$ cat config.mk
export PLATFORM = sky130hd
export DESIGN_NAME = ssa_digit_conv_flat
export DESIGN_NICKNAME = d
export VERILOG_FILES = /design/src/rtl/ssa_digit_conv_if.sv /design/src/rtl/ssa_digit_conv.sv /design/src/flat_wrapper.sv
export SDC_FILE = /design/constraint.sdc
export NUM_CORES = 1
export LEC_CHECK = 0
export ABC_AREA = 1
export CAP_MARGIN = 20
export CORE_MARGIN = 4
export CORE_UTILIZATION = 46
export DETAILED_ROUTE_END_ITERATION = 8
export PLACE_DENSITY = 0.81
export SLEW_MARGIN = 40
export SYNTH_ARGS = -nofsm -noshare
export SYNTH_HDL_FRONTEND = slang
export SYNTH_SLANG_ARGS = --single-unit
$ cat constraint.sdc
create_clock -name clk -period 3.6 [get_ports clk]
set_clock_uncertainty 0.05 [all_clocks]
set_input_delay 0.72 -clock clk [delete_from_list [all_inputs] [get_ports clk]]
set_output_delay 0.72 -clock clk [all_outputs]
set_load 0.02 [all_outputs]
$ cat src/rtl/ssa_digit_conv_if.sv
// rtl/ssa_digit_conv_if.sv - operand/result handshake bundle for the digit-convolution stage
// Ports (signals):
//   in_valid/in_ready  operand pair handshake (a, b)
//   out_valid/out_ready result handshake (coef)
//   master modport: upstream/downstream side; slave modport: the stage itself
interface ssa_digit_conv_if #(
    parameter int OP_W  = 8,
    parameter int BUS_W = 96
);
    logic             in_valid;
    logic             in_ready;
    logic [OP_W-1:0]  a;
    logic [OP_W-1:0]  b;
    logic             out_valid;
    logic             out_ready;
    logic [BUS_W-1:0] coef;

    modport master (
        output in_valid, a, b, out_ready,
        input  in_ready, out_valid, coef
    );

    modport slave (
        input  in_valid, a, b, out_ready,
        output in_ready, out_valid, coef
    );
endinterface

$ cat src/rtl/ssa_digit_conv.sv
// rtl/ssa_digit_conv.sv - sequential length-8 cyclic digit convolution, one MAC per cycle
// Ports:
//   clk      rising-edge clock
//   rst_n    asynchronous active-low reset
//   conv_if  slave side of ssa_digit_conv_if: in_valid/in_ready/a/b in,
//            out_valid/out_ready/coef out (coef k at [9k+8:9k], upper bits 0)
module ssa_digit_conv #(
    parameter int DIG_W  = 2,
    parameter int N_DIG  = 4,
    parameter int N_COEF = 8,
    parameter int COEF_W = 9,
    parameter int BUS_W  = 96
) (
    input  logic             clk,
    input  logic             rst_n,
    ssa_digit_conv_if.slave  conv_if
);
    localparam int OP_W   = DIG_W * N_DIG;
    localparam int CNT_W  = $clog2(N_DIG);
    localparam int IDX_W  = $clog2(N_COEF);
    localparam int PROD_W = 2 * DIG_W;

    typedef enum logic [1:0] {
        IDLE = 2'd0,
        CALC = 2'd1,
        DONE = 2'd2
    } state_t;

    state_t            state_q, state_d;
    logic [CNT_W-1:0]  i_q, i_d;
    logic [CNT_W-1:0]  j_q, j_d;
    logic [OP_W-1:0]   a_q, a_d;
    logic [OP_W-1:0]   b_q, b_d;
    logic [COEF_W-1:0] acc_q [N_COEF];
    logic [COEF_W-1:0] acc_d [N_COEF];

    logic [DIG_W-1:0]  a_dig [N_DIG];
    logic [DIG_W-1:0]  b_dig [N_DIG];
    logic [PROD_W-1:0] prod;
    logic [IDX_W-1:0]  idx;
    logic [BUS_W-1:0]  coef_bus;

    for (genvar k = 0; k < N_DIG; k++) begin : g_dig
        assign a_dig[k] = a_q[k*DIG_W +: DIG_W];
        assign b_dig[k] = b_q[k*DIG_W +: DIG_W];
    end

    assign prod = PROD_W'(a_dig[i_q]) * PROD_W'(b_dig[j_q]);
    // i+j tops out at 2*(N_DIG-1) < N_COEF, so no modular wrap is needed.
    assign idx  = IDX_W'(i_q) + IDX_W'(j_q);

    always_comb begin
        state_d = state_q;
        i_d     = i_q;
        j_d     = j_q;
        a_d     = a_q;
        b_d     = b_q;
        acc_d   = acc_q;
        case (state_q)
            IDLE: begin
                if (conv_if.in_valid) begin
                    a_d     = conv_if.a;
                    b_d     = conv_if.b;
                    i_d     = '0;
                    j_d     = '0;
                    state_d = CALC;
                    for (int k = 0; k < N_COEF; k++) begin
                        acc_d[k] = '0;
                    end
                end
            end
            CALC: begin
                acc_d[idx] = acc_q[idx] + COEF_W'(prod);
                if (j_q == CNT_W'(N_DIG - 1)) begin
                    j_d = '0;
                    i_d = i_q + 1'b1;
                    if (i_q == CNT_W'(N_DIG - 1)) begin
                        state_d = DONE;
                    end
                end else begin
                    j_d = j_q + 1'b1;
                end
            end
            DONE: begin
                if (conv_if.out_ready) begin
                    state_d = IDLE;
                end
            end
            default: state_d = IDLE;
        endcase
    end

    always_ff @(posedge clk or negedge rst_n) begin
        if (!rst_n) begin
            state_q <= IDLE;
            i_q     <= '0;
            j_q     <= '0;
            a_q     <= '0;
            b_q     <= '0;
            for (int k = 0; k < N_COEF; k++) begin
                acc_q[k] <= '0;
            end
        end else begin
            state_q <= state_d;
            i_q     <= i_d;
            j_q     <= j_d;
            a_q     <= a_d;
            b_q     <= b_d;
            acc_q   <= acc_d;
        end
    end

    // Accumulators are only cleared on the next accept, so coef keeps the
    // last result after the output handshake.
    always_comb begin
        coef_bus = '0;
        for (int k = 0; k < N_COEF; k++) begin
            coef_bus[k*COEF_W +: COEF_W] = acc_q[k];
        end
    end

    assign conv_if.in_ready  = (state_q == IDLE);
    assign conv_if.out_valid = (state_q == DONE);
    assign conv_if.coef      = coef_bus;
endmodule

$ cat src/flat_wrapper.sv
// flat-port wrapper written by rule: the top's interface ports become plain ports
module ssa_digit_conv_flat 
#(
    parameter int DIG_W  = 2,
    parameter int N_DIG  = 4,
    parameter int N_COEF = 8,
    parameter int COEF_W = 9,
    parameter int BUS_W  = 96
)
  (clk, rst_n, conv_if_in_valid, conv_if_a, conv_if_b, conv_if_out_ready, conv_if_in_ready, conv_if_out_valid, conv_if_coef);
  ssa_digit_conv_if #(.OP_W(8), .BUS_W(BUS_W)) conv_if_i ();
  input  logic clk;
  input  logic rst_n;
  input wire logic [$bits(conv_if_i.in_valid)-1:0] conv_if_in_valid;
  input wire logic [$bits(conv_if_i.a)-1:0] conv_if_a;
  input wire logic [$bits(conv_if_i.b)-1:0] conv_if_b;
  input wire logic [$bits(conv_if_i.out_ready)-1:0] conv_if_out_ready;
  output wire logic [$bits(conv_if_i.in_ready)-1:0] conv_if_in_ready;
  output wire logic [$bits(conv_if_i.out_valid)-1:0] conv_if_out_valid;
  output wire logic [$bits(conv_if_i.coef)-1:0] conv_if_coef;
  assign conv_if_i.in_valid = conv_if_in_valid;
  assign conv_if_i.a = conv_if_a;
  assign conv_if_i.b = conv_if_b;
  assign conv_if_i.out_ready = conv_if_out_ready;
  assign conv_if_in_ready = conv_if_i.in_ready;
  assign conv_if_out_valid = conv_if_i.out_valid;
  assign conv_if_coef = conv_if_i.coef;
  ssa_digit_conv #(.DIG_W(DIG_W), .N_DIG(N_DIG), .N_COEF(N_COEF), .COEF_W(COEF_W), .BUS_W(BUS_W)) u_core (.clk(clk), .rst_n(rst_n), .conv_if(conv_if_i));
endmodule
==> metrics.csv, run 1 <==
stage,metric,value,unit
run_status,status,"complete, but fails checks",
run_status,failing checks,negative setup slack,
route,Post-Route WL,14800,um
pwr,Pwr per Cell Area,853,mW/mm2
route,DRC Markers,0,
sta,Final setup violation count,25,
grt,Overflow after GRT,0,
grt,first-pass GRT wire length,22800,um
final_layout,Final Core Density,63.3,%
cts,H-tree levels,3,
final_layout,Final #Nets,777,
cts,"Reg clk slew, reported paths",0.09,ns
sta,worst hold slack,0.302,ns
final_layout,Area growth syn-to-layout,34.9,%
synth,register area share after synthesis,46.4,%
grt,initial antenna violation count,0,
cts,Clock Tree Root,clkbuf_8,
cts,cts bufs inserted,9,
sta,setup_tns,-1.57,ns
cts,CTS tree,built,
synth,Cell variety after synth,35,
cts,Clock Latency Late Sink,0.36,ns
worst_setup_path,Worst EP required,3.81,ns
worst_setup_path,CP max stage cell,fa_2,
grt,largest net degree at the start of global routing,50,
grt,vias in the first global route,4697,
sta,fin crit share,103,%
sta,fin worst setup slack,-0.100,ns
sta,RSZ-0062 raised after global routing,yes,
cts,Sink Count,94,
floorplan,I/O pin total,118,
synth,average size of a mapped cell,8.27,um2
synth,mapped cell area,0.00507,mm2
sta,Tmin final,3.70,ns
route,Post-DRT Antenna Nets,0,
floorplan,Die Footprint,0.0128,mm2
worst_setup_path,Crit Path Max Fanout,8,
route,DRT Pass-1 Iters,7,
placement,GPL Wtd Cong,0.957,
synth,"Async S/R FF share, synth",100,%
sta,f_max,270,MHz
grt,GRT Resource Usage Total,22.4,%
sta,Worst Tran Pin Value,0.774,ns
final_layout,n_diodes,0,
worst_setup_path,CP Capture Type,flip-flop,
placement,Setup Slack @ Placement,-0.146,ns
grt,met1 usage in global routing,27.1,%
worst_setup_path,Setup CP Type,flip-flop to flip-flop,
sta,Max Slew Vio Count,0,
route,DRT iter0 DRCs,396,
worst_setup_path,Worst EP arrival,3.91,ns
final_layout,share of layout cells above drive strength 1,22.9,%
floorplan,FP Rows,38,
synth,ys flop type,dfrtp_1,
floorplan,Initial Util,47.0,%
synth,number of flops mapped to enable cells by yosys,0,
sta,relative slew slack,48.3,%
grt,met2 Use GR,39.1,%
grt,M3 GR Usage,3.90,%
job,Max Cap Viol,0,
pwr,Max VDD drop,0.464,mV
sta,Final Hold Viols,0,
placement,IO buf count,93,
worst_setup_path,CP Cell Sequence,"ha_4, inv_2, fa_2, inv_2, nor2_4, nand2_1, inv_1, a22oi_2, nand3_1, inv_1, fa_1, inv_1, ha_2, fa_2, nand2_2, nand2_2, o21ai_4, nor2_4, nand2_2, nand2_4, nand3_1, nand2_1",
synth,Synth Register Bits,94,
route,WL/cell,16.6,um
synth,Syn. warnings,0,
cts,hold_buf cts,0,
pwr,Lkg Pwr,3.18,nW
floorplan,die width,113,um
min_path,Worst Hold Class,input port to async pin,
worst_setup_path,CP Launch Type,flip-flop,
placement,Post-DP HPWL,11300,um
worst_setup_path,CP max stage delay,0.60,ns
cts,Clock Path Buffers,2,
grt,GRT busiest layer,met2,
route,mean number of vias per cell,5.30,
pwr,total power,5.83,mW
floorplan,Die Y-Extent,113,um
floorplan,Core ar.,0.0108,mm2
synth,Post-Synthesis Cells,613,
route,vias,4713,
==> area by class of cell <==
class | count | area (um2)
clock inverter | 1 | 5.00
tap | 140 | 175
timing repair buffer | 134 | 1280
fill | 878 | 3960
sequential | 94 | 2350
inverter | 80 | 303
multi-input combinational | 427 | 2550
clock buffer | 14 | 173
==> power breakdown <==
group          leakage, nW  switching [mW]  internal [mW]
Clock               0.0926           0.339          0.304
Sequential            1.27           0.170           1.28
Combinational         1.82            2.43           1.31
==> cell families after synthesis <==
logic type,after synthesis,share of synthesized area [%]
flops,94,46.4
compound gates,107,13.1
simple gates,283,25.4
buf+inv,115,11.3
other cells,1,0.0740
fa+ha+maj,11,3.16
xor+xnor,2,0.494
==> metrics by stage <==
stage | area [um2] | std cells
finish | 6830 | 890
global route | 6830 | 890
CTS | 6600 | 883
detailed placement | 6280 | 864
global placement | 6280 | 864
floorplan | 5200 | 636
==> layer usage <==
layer	vias up	part of all wire (%)
met5	-	0
met4	0	3.9
met3	51	6.5
met2	202	50
met1	2271	39
li1	2189	-
==> synthesized netlist by cell type, types with 3 or more instances <==
| library cell | count | share of area, % |
|---|---|---|
| nand2_2 | 6 | 0.74 |
| o22ai_1 | 33 | 4.1 |
| a21oi_1 | 3 | 0.30 |
| inv_2 | 12 | 0.89 |
| fa_1 | 3 | 1.2 |
| a22oi_1 | 5 | 0.74 |
| ha_1 | 8 | 2.0 |
| nor2_4 | 8 | 1.8 |
| o2111ai_1 | 3 | 0.52 |
| buf_2 | 3 | 0.30 |
| nand2_4 | 4 | 0.89 |
| o21ai_2 | 12 | 2.1 |
| nor2_1 | 32 | 2.4 |
| nand2_1 | 182 | 13 |
| inv_1 | 68 | 5.0 |
| o21ai_1 | 12 | 1.2 |
| nand3_1 | 33 | 3.3 |
| buf_6 | 6 | 1.3 |
| o21ai_0 | 35 | 3.5 |
| buf_4 | 25 | 3.7 |
| nor2_2 | 10 | 1.2 |
| dfrtp_1 | 94 | 46 |
==> worst max-delay path: cells and delay by family, from the launching register on <==
| kind | cells | cell delay, ns |
|---|---|---|
| compound gates | 2 | 0.19 |
| simple gates | 10 | 0.85 |
| buf+inv | 5 | 0.32 |
| flops | 1 | 0.39 |
| fa+ha+maj | 5 | 1.78 |
==> state kept, by name (all words and copies together), names as in the netlist <==
register / flops
u_core.conv_if.coef: 72
u_core.a_q: 8
u_core.i_q: 2
u_core.b_q: 8
u_core.j_q: 2
u_core.state_q: 2
==> path summary, 6_finish.rpt <==
| check | start | slack [ns] | cells past startpoint | endpoint |
|---|---|---|---|---|
| setup / recovery | u_core.i_q[0] | -0.10 | 22 | u_core.conv_if.coef[52] |
| hold / removal | rst_n | 0.30 | 1 | u_core.conv_if.coef[32] |
| setup reg to reg | u_core.i_q[0] | -0.10 | 22 | u_core.conv_if.coef[52] |
| hold reg to reg | u_core.b_q[5] | 0.44 | 2 | u_core.b_q[5] |
| max in group asynchronous | rst_n | 2.54 | 2 | u_core.conv_if.coef[2] |
| min in group clk | u_core.b_q[5] | 0.44 | 2 | u_core.b_q[5] |
==> cell usage in the layout, fill, tap and decap left out, types with 11 or more instances in the layout <==
master / count
nand2_1: 173
dfrtp_1: 93
clkdlybuf4s50_1: 92
inv_1: 64
buf_4: 36
o21ai_0: 30
nor2_1: 29
conb_1: 24
o22ai_1: 23
nand3_2: 18
nand3_1: 16
inv_2: 15
o21ai_1: 15
nor2_4: 13
o21ai_2: 12
clkbuf_8: 12
nand2_2: 11
==> repair_timing <==
item,4_1_cts,5_1_grt
pin swaps,8,21
gates resized for setup,25,40
endpoints found under the hold margin,0,0
endpoints found under the setup margin,46,56
buffers inserted,4,7
Power figures use the tool's default switching activity.
==> run 2, diff against run 1 <==
Settings changed: CORE_UTILIZATION 46 to 50, DONT_BUFFER_PORTS set to 1, PLACE_DENSITY 0.81 to 0.72.
==> metrics.csv, run 2 (same netlist as run 1, synthesis figures left out) <==
stage,metric,value,unit
final_layout,share of layout cells above drive strength 1,26.1,%
placement,placed cell count,764,
route,DRT iter0 DRCs,421,
worst_setup_path,Worst EP arrival,3.90,ns
pwr,sw power,2.93,mW
pwr,Switching Share,52.1,%
pwr,Comb power frac,58.9,%
sta,Final Hold Viols,0,
floorplan,FP Rows,36,
pwr,Pwr per Cell Area,946,mW/mm2
floorplan,Die Footprint,0.0118,mm2
pwr,Clock Power Share,13.0,%
cts,H-tree levels,3,
route,Post-DRT Antenna Nets,0,
route,DRT Pass-1 Iters,5,
worst_setup_path,Crit Path Max Fanout,8,
final_layout,FF+latch area,0.00235,mm2
run_status,status,"complete, but fails checks",
final_layout,area of the multi-input gates,0.00255,mm2
placement,GPL Wtd Cong,0.878,
worst_setup_path,CP Capture Type,flip-flop,
job,Max Cap Viol,0,
grt,GRT Resource Usage Total,24.4,%
pwr,Internal,2.69,mW
final_layout,FILL cells,860,
cts,"Reg clk slew, reported paths",0.09,ns
route,WL/cell,18.4,um
sta,Max Slew Vio Count,0,
grt,vias in the first global route,4154,
worst_setup_path,Reg-to-Reg Start,u_core.i_q[0],
pwr,Lkg Pwr,2.86,nW
placement,Post-DP HPWL,10600,um
route,mean number of vias per cell,5.49,
grt,initial antenna violation count,0,
final_layout,Area growth syn-to-layout,17.2,%
worst_setup_path,Worst EP required,3.83,ns
cts,CTS tree,built,
pwr,Max VDD drop,0.373,mV
route,DRC Markers,0,
run_status,failing checks,negative setup slack,
worst_setup_path,CP Launch Type,flip-flop,
cts,Sink Count,94,
route,vias,4357,
floorplan,die width,109,um
floorplan,Initial Util,51.6,%
placement,IO buf count,0,
final_layout,Final #Nets,686,
final_layout,Final Core Density,60.5,%
cts,Clock Latency Late Sink,0.38,ns
floorplan,Core ar.,0.00982,mm2
worst_setup_path,Setup CP Type,flip-flop to flip-flop,
sta,relative slew slack,47.2,%
final_layout,"commonest non-fill, non-tap cells in the layout","nand2_1, dfrtp_1, inv_1",
cts,Clock Path Buffers,2,
min_path,Worst Hold Class,input port to async pin,
sta,fin worst setup slack,-0.0696,ns
cts,cts bufs inserted,9,
sta,Worst Tran Pin Value,0.791,ns
route,Post-Route WL,14600,um
sta,f_max,273,MHz
final_layout,n_diodes,0,
grt,first-pass GRT wire length,21900,um
final_layout,max reg flops,72,
grt,Overflow after GRT,0,
sta,Tmin final,3.67,ns
final_layout,Finished Layout Cells,793,
sta,fin crit share,102,%
worst_setup_path,Setup crit start,u_core.i_q[0],
pwr,Flop pwr share,28.1,%
sta,RSZ-0062 raised after global routing,yes,
final_layout,"commonest non-fill, non-tap cell in the layout",nand2_1,
floorplan,Die Y-Extent,109,um
cts,Clock Tree Root,clkbuf_8,
sta,Final setup violation count,25,
floorplan,I/O pin total,118,
grt,largest net degree at the start of global routing,95,
run 2: changes by cell type in the layout (fill, tap and decap cells not counted), moves of 3 or more:
cell | previous run | this run
clkdlybuf4s50_1 | 92 | 0
nand3_2 | 18 | 12
nand3_1 | 16 | 20
buf_6 | 4 | 7
run 2: what timing repair did:
item / 4_1_cts / 5_1_grt
hold buffers: 1 / 0
hold endpoints to repair: 94 / 0
gates resized for setup: 13 / 55
setup buffers: 3 / 9
setup endpoints to repair: 47 / 56
pin swaps: 6 / 20
run 2: metal layers:
layer / global-route usage, % / wire, um / up-vias
met3: 9.12 / 1510 / 30
met5: 0 / 0 / -
met1: 31.8 / 5730 / 2115
met4: 7.48 / 350 / 0
li1: - / - / 2013
met2: 38.0 / 7000 / 199
run 2: path summary, 6_finish.rpt:
check	endpoint	slack (ns)	cells past startpoint
min reg2reg	u_core.a_q[5]	0.44	2
max	u_core.conv_if.coef[26]	-0.07	20
min	u_core.conv_if.coef[70]	0.18	1
max reg2reg	u_core.conv_if.coef[26]	-0.07	20
max in group asynchronous	u_core.conv_if.coef[43]	2.90	1
min in group clk	u_core.b_q[7]	0.39	2
run 2: power by group through the flow:
stage / combinational, mW / clock, mW / sequential, mW
6_report: 3.31 / 0.730 / 1.58
5_1_grt: 3.62 / 0.780 / 1.61
4_1_cts: 2.96 / 0.736 / 1.57
3_5_place_dp: 2.83 / 0 / 1.59
3_3_place_gp: 2.77 / 0 / 1.58
2_1_floorplan: 2.12 / 0 / 1.54
run 2: through the flow:
stage | hold slack, ns | TNS [ns] | setup slack, ns | total power [mW] | instance area, um2
global placement | 0.379 | -0.0772 | -0.0126 | 4.36 | 5320
CTS | 0.222 | 0 | 0.0140 | 5.27 | 5640
finish | 0.182 | -1.02 | -0.0696 | 5.62 | 5940
floorplan | 0.374 | 0 | 0.0105 | 3.66 | 5200
detailed placement | 0.379 | -3.50 | -0.167 | 4.42 | 5320
global route | 0.223 | -7.63 | -0.267 | 6.01 | 5940
run 2: cell type report:
| cell class | count | area share, % |
|---|---|---|
| clock inverters | 5 | 1.01 |
| flip-flops and latches | 94 | 39.6 |
| well taps | 133 | 2.80 |
| multi-input cells | 427 | 42.9 |
| clock buffers | 11 | 2.38 |
| inverters | 80 | 5.10 |
| repair buffers | 43 | 6.21 |
run 2: critical path, cell delays in order (launching register included):
cell and delay, ns:
dfrtp_1 0.40, ha_4 0.15, inv_2 0.04, fa_2 0.60
buf_6 0.12, nor2_4 0.04, nand2_2 0.07, buf_4 0.11
buf_6 0.10, o22ai_2 0.07, a21oi_2 0.13, o2111ai_2 0.19
ha_4 0.30, ha_1 0.33, nand3_4 0.09, nand3_4 0.11
o21ai_4 0.08, nor2_4 0.17, nand4_4 0.21, nand3_1 0.15
nand2_1 0.05
==> run 3, diff against run 2 <==
Settings changed: CORE_ASPECT_RATIO set to 0.5.
Clock period 3.6 ns to 3.31 ns, I/O delays scaled along.
==> metrics.csv, run 3 (same netlist as run 1, synthesis figures left out) <==
stage,metric,value,unit
run_status,status,"complete, but fails checks",
run_status,failing checks,negative setup slack,
route,Post-DRT Antenna Nets,0,
final_layout,"commonest non-fill, non-tap cell in the layout",nand2_1,
sta,f_max,267,MHz
sta,relative slew slack,49.2,%
sta,Worst Tran Pin Value,0.759,ns
sta,Final Hold Viols,0,
route,DRT iter0 DRCs,353,
placement,placed cell count,774,
worst_setup_path,Worst EP arrival,3.93,ns
pwr,Clock Power Share,16.0,%
pwr,Pwr per Cell Area,1080,mW/mm2
route,DRT Pass-1 Iters,5,
pwr,Lkg Pwr,3.00,nW
worst_setup_path,Setup CP Type,flip-flop to flip-flop,
min_path,Worst Hold Class,input port to async pin,
worst_setup_path,CP Launch Type,flip-flop,
sta,fin crit share,113,%
final_layout,share of layout cells above drive strength 1,30.5,%
route,WL/cell,18.7,um
pwr,total power,6.82,mW
pwr,Flop pwr share,25.3,%
sta,Max Slew Vio Count,0,
cts,Sink Count,94,
cts,"Reg clk slew, reported paths",0.07,ns
final_layout,Finished Layout Cells,807,
floorplan,die width,150,um
cts,cts bufs inserted,9,
worst_setup_path,reg-to-reg critical path endpoint,u_core.conv_if.coef[52],
sta,Tmin final,3.74,ns
sta,worst hold slack,0.191,ns
floorplan,Die Footprint,0.0119,mm2
sta,RSZ-0062 raised after global routing,yes,
pwr,Switching Share,49.7,%
grt,vias in the first global route,4344,
final_layout,"commonest non-fill, non-tap cells in the layout","nand2_1, dfrtp_1, inv_1",
worst_setup_path,Register-to-Register Path Depth,23,
grt,GRT Resource Usage Total,25.1,%
cts,Clock Tree Root,clkbuf_16,
floorplan,I/O pin total,118,
pwr,Max VDD drop,0.535,mV
cts,Clock Latency Late Sink,0.34,ns
final_layout,Final #Nets,698,
placement,IO buf count,0,
cts,H-tree levels,3,
sta,setup_tns,-14.62,ns
placement,Post-DP HPWL,10500,um
sta,fin worst setup slack,-0.431,ns
grt,largest net degree at the start of global routing,95,
job,Max Cap Viol,0,
worst_setup_path,Crit Path Max Fanout,8,
final_layout,n_diodes,0,
final_layout,max reg flops,72,
pwr,Internal,3.43,mW
placement,Setup Slack @ Placement,-0.385,ns
grt,Overflow after GRT,0,
floorplan,FP Rows,25,
worst_setup_path,Reg2Reg Setup Slack,-0.43,ns
worst_setup_path,CP Capture Type,flip-flop,
route,vias,4446,
route,Post-Route WL,15100,um
pwr,sw power,3.39,mW
cts,Clock Path Buffers,2,
sta,Final setup violation count,56,
placement,GPL Wtd Cong,0.936,
route,mean number of vias per cell,5.51,
worst_setup_path,Reg-to-Reg Start,u_core.i_q[0],
pwr,Comb power frac,58.7,%
grt,initial antenna violation count,0,
floorplan,Die Y-Extent,79.2,um
grt,first-pass GRT wire length,23100,um
route,DRC Markers,0,
worst_setup_path,Worst EP required,3.50,ns
cts,CTS tree,built,
floorplan,Initial Util,52.4,%
final_layout,Area growth syn-to-layout,24.1,%
floorplan,Core ar.,0.00967,mm2
==> run 3: cell count changes in the layout (fill, tap and decap cells not counted), moves of 4 or more <==
cell	before	now
clkbuf_16	0	9
buf_4	35	46
clkbuf_8	10	4
o22ai_2	8	13
o21ai_2	13	17
nand3_2	12	20
nand3_1	20	12
o22ai_1	25	18
==> run 3: repair_timing <==
action | CTS | global route
gates resized for setup | 50 | 35
endpoints found under the hold margin | 94 | 0
pin swaps | 26 | 17
setup buffers | 14 | 3
hold buffers | 1 | 0
endpoints found under the setup margin | 56 | 59
==> run 3: power groups by stage <==
stage / clock [mW] / combinational, mW / sequential, mW
2_1_floorplan: 0 / 2.33 / 1.68
3_3_place_gp: 0 / 3.18 / 1.73
3_5_place_dp: 0 / 3.23 / 1.74
4_1_cts: 1.10 / 3.61 / 1.72
5_1_grt: 1.16 / 4.30 / 1.75
6_report: 1.09 / 4.00 / 1.72
==> run 3: cell type report <==
cell class / instances / area (um2)
Tap cell: 135 / 169
Inverter: 80 / 308
Sequential cell: 94 / 2350
Clock inverter: 2 / 37.5
Multi-Input combinational cell: 427 / 2670
Fill cell: 764 / 3380
Timing Repair Buffer: 55 / 472
Clock buffer: 14 / 284
==> run 3: worst max path at each step <==
stage | start | to | slack (ns)
2_1_floorplan | u_core.i_q[0] | u_core.conv_if.coef[16] | -0.25
3_3_place_gp | u_core.j_q[0] | u_core.conv_if.coef[16] | -0.29
3_5_place_dp | u_core.i_q[0] | u_core.conv_if.coef[70] | -0.39
4_1_cts | u_core.j_q[0] | u_core.conv_if.coef[16] | -0.28
5_1_grt | u_core.i_q[0] | u_core.conv_if.coef[16] | -0.56
6_report | u_core.i_q[0] | u_core.conv_if.coef[52] | -0.43
==> run 3: layer usage <==
layer  vias to the layer above  GRT usage, %  wire (um)
li1                       2034             -          -
met5                         -             0          0
met2                       242          41.7       7130
met3                        39          7.47       1550
met4                         0          5.84        388
met1                      2131          32.5       6060
==> run 3: critical path, cell delays in order (launching register included) <==
cell and delay (ns):
dfrtp_1 0.41, ha_4 0.16, inv_4 0.03, fa_2 0.60, buf_6 0.11, inv_2 0.04
nor2_4 0.09, inv_1 0.06, nor2_2 0.09, a22oi_1 0.10, nand3_1 0.10, inv_1 0.06
fa_1 0.49, inv_2 0.05, ha_4 0.16, fa_2 0.36, nand2_2 0.09, nand2_2 0.07
o21ai_4 0.10, nor2_4 0.10, nand2_2 0.08, nand2_4 0.09, nand3_1 0.09, nand2_1 0.05
==> run 3: stage by stage <==
stage | instance area [um2] | utilization [%]
2_1_floorplan | 5220 | -
3_3_place_gp | 5410 | 56.0
3_5_place_dp | 5410 | 56.0
4_1_cts | 6080 | 62.9
5_1_grt | 6290 | 65.1
6_report | 6290 | 65.1
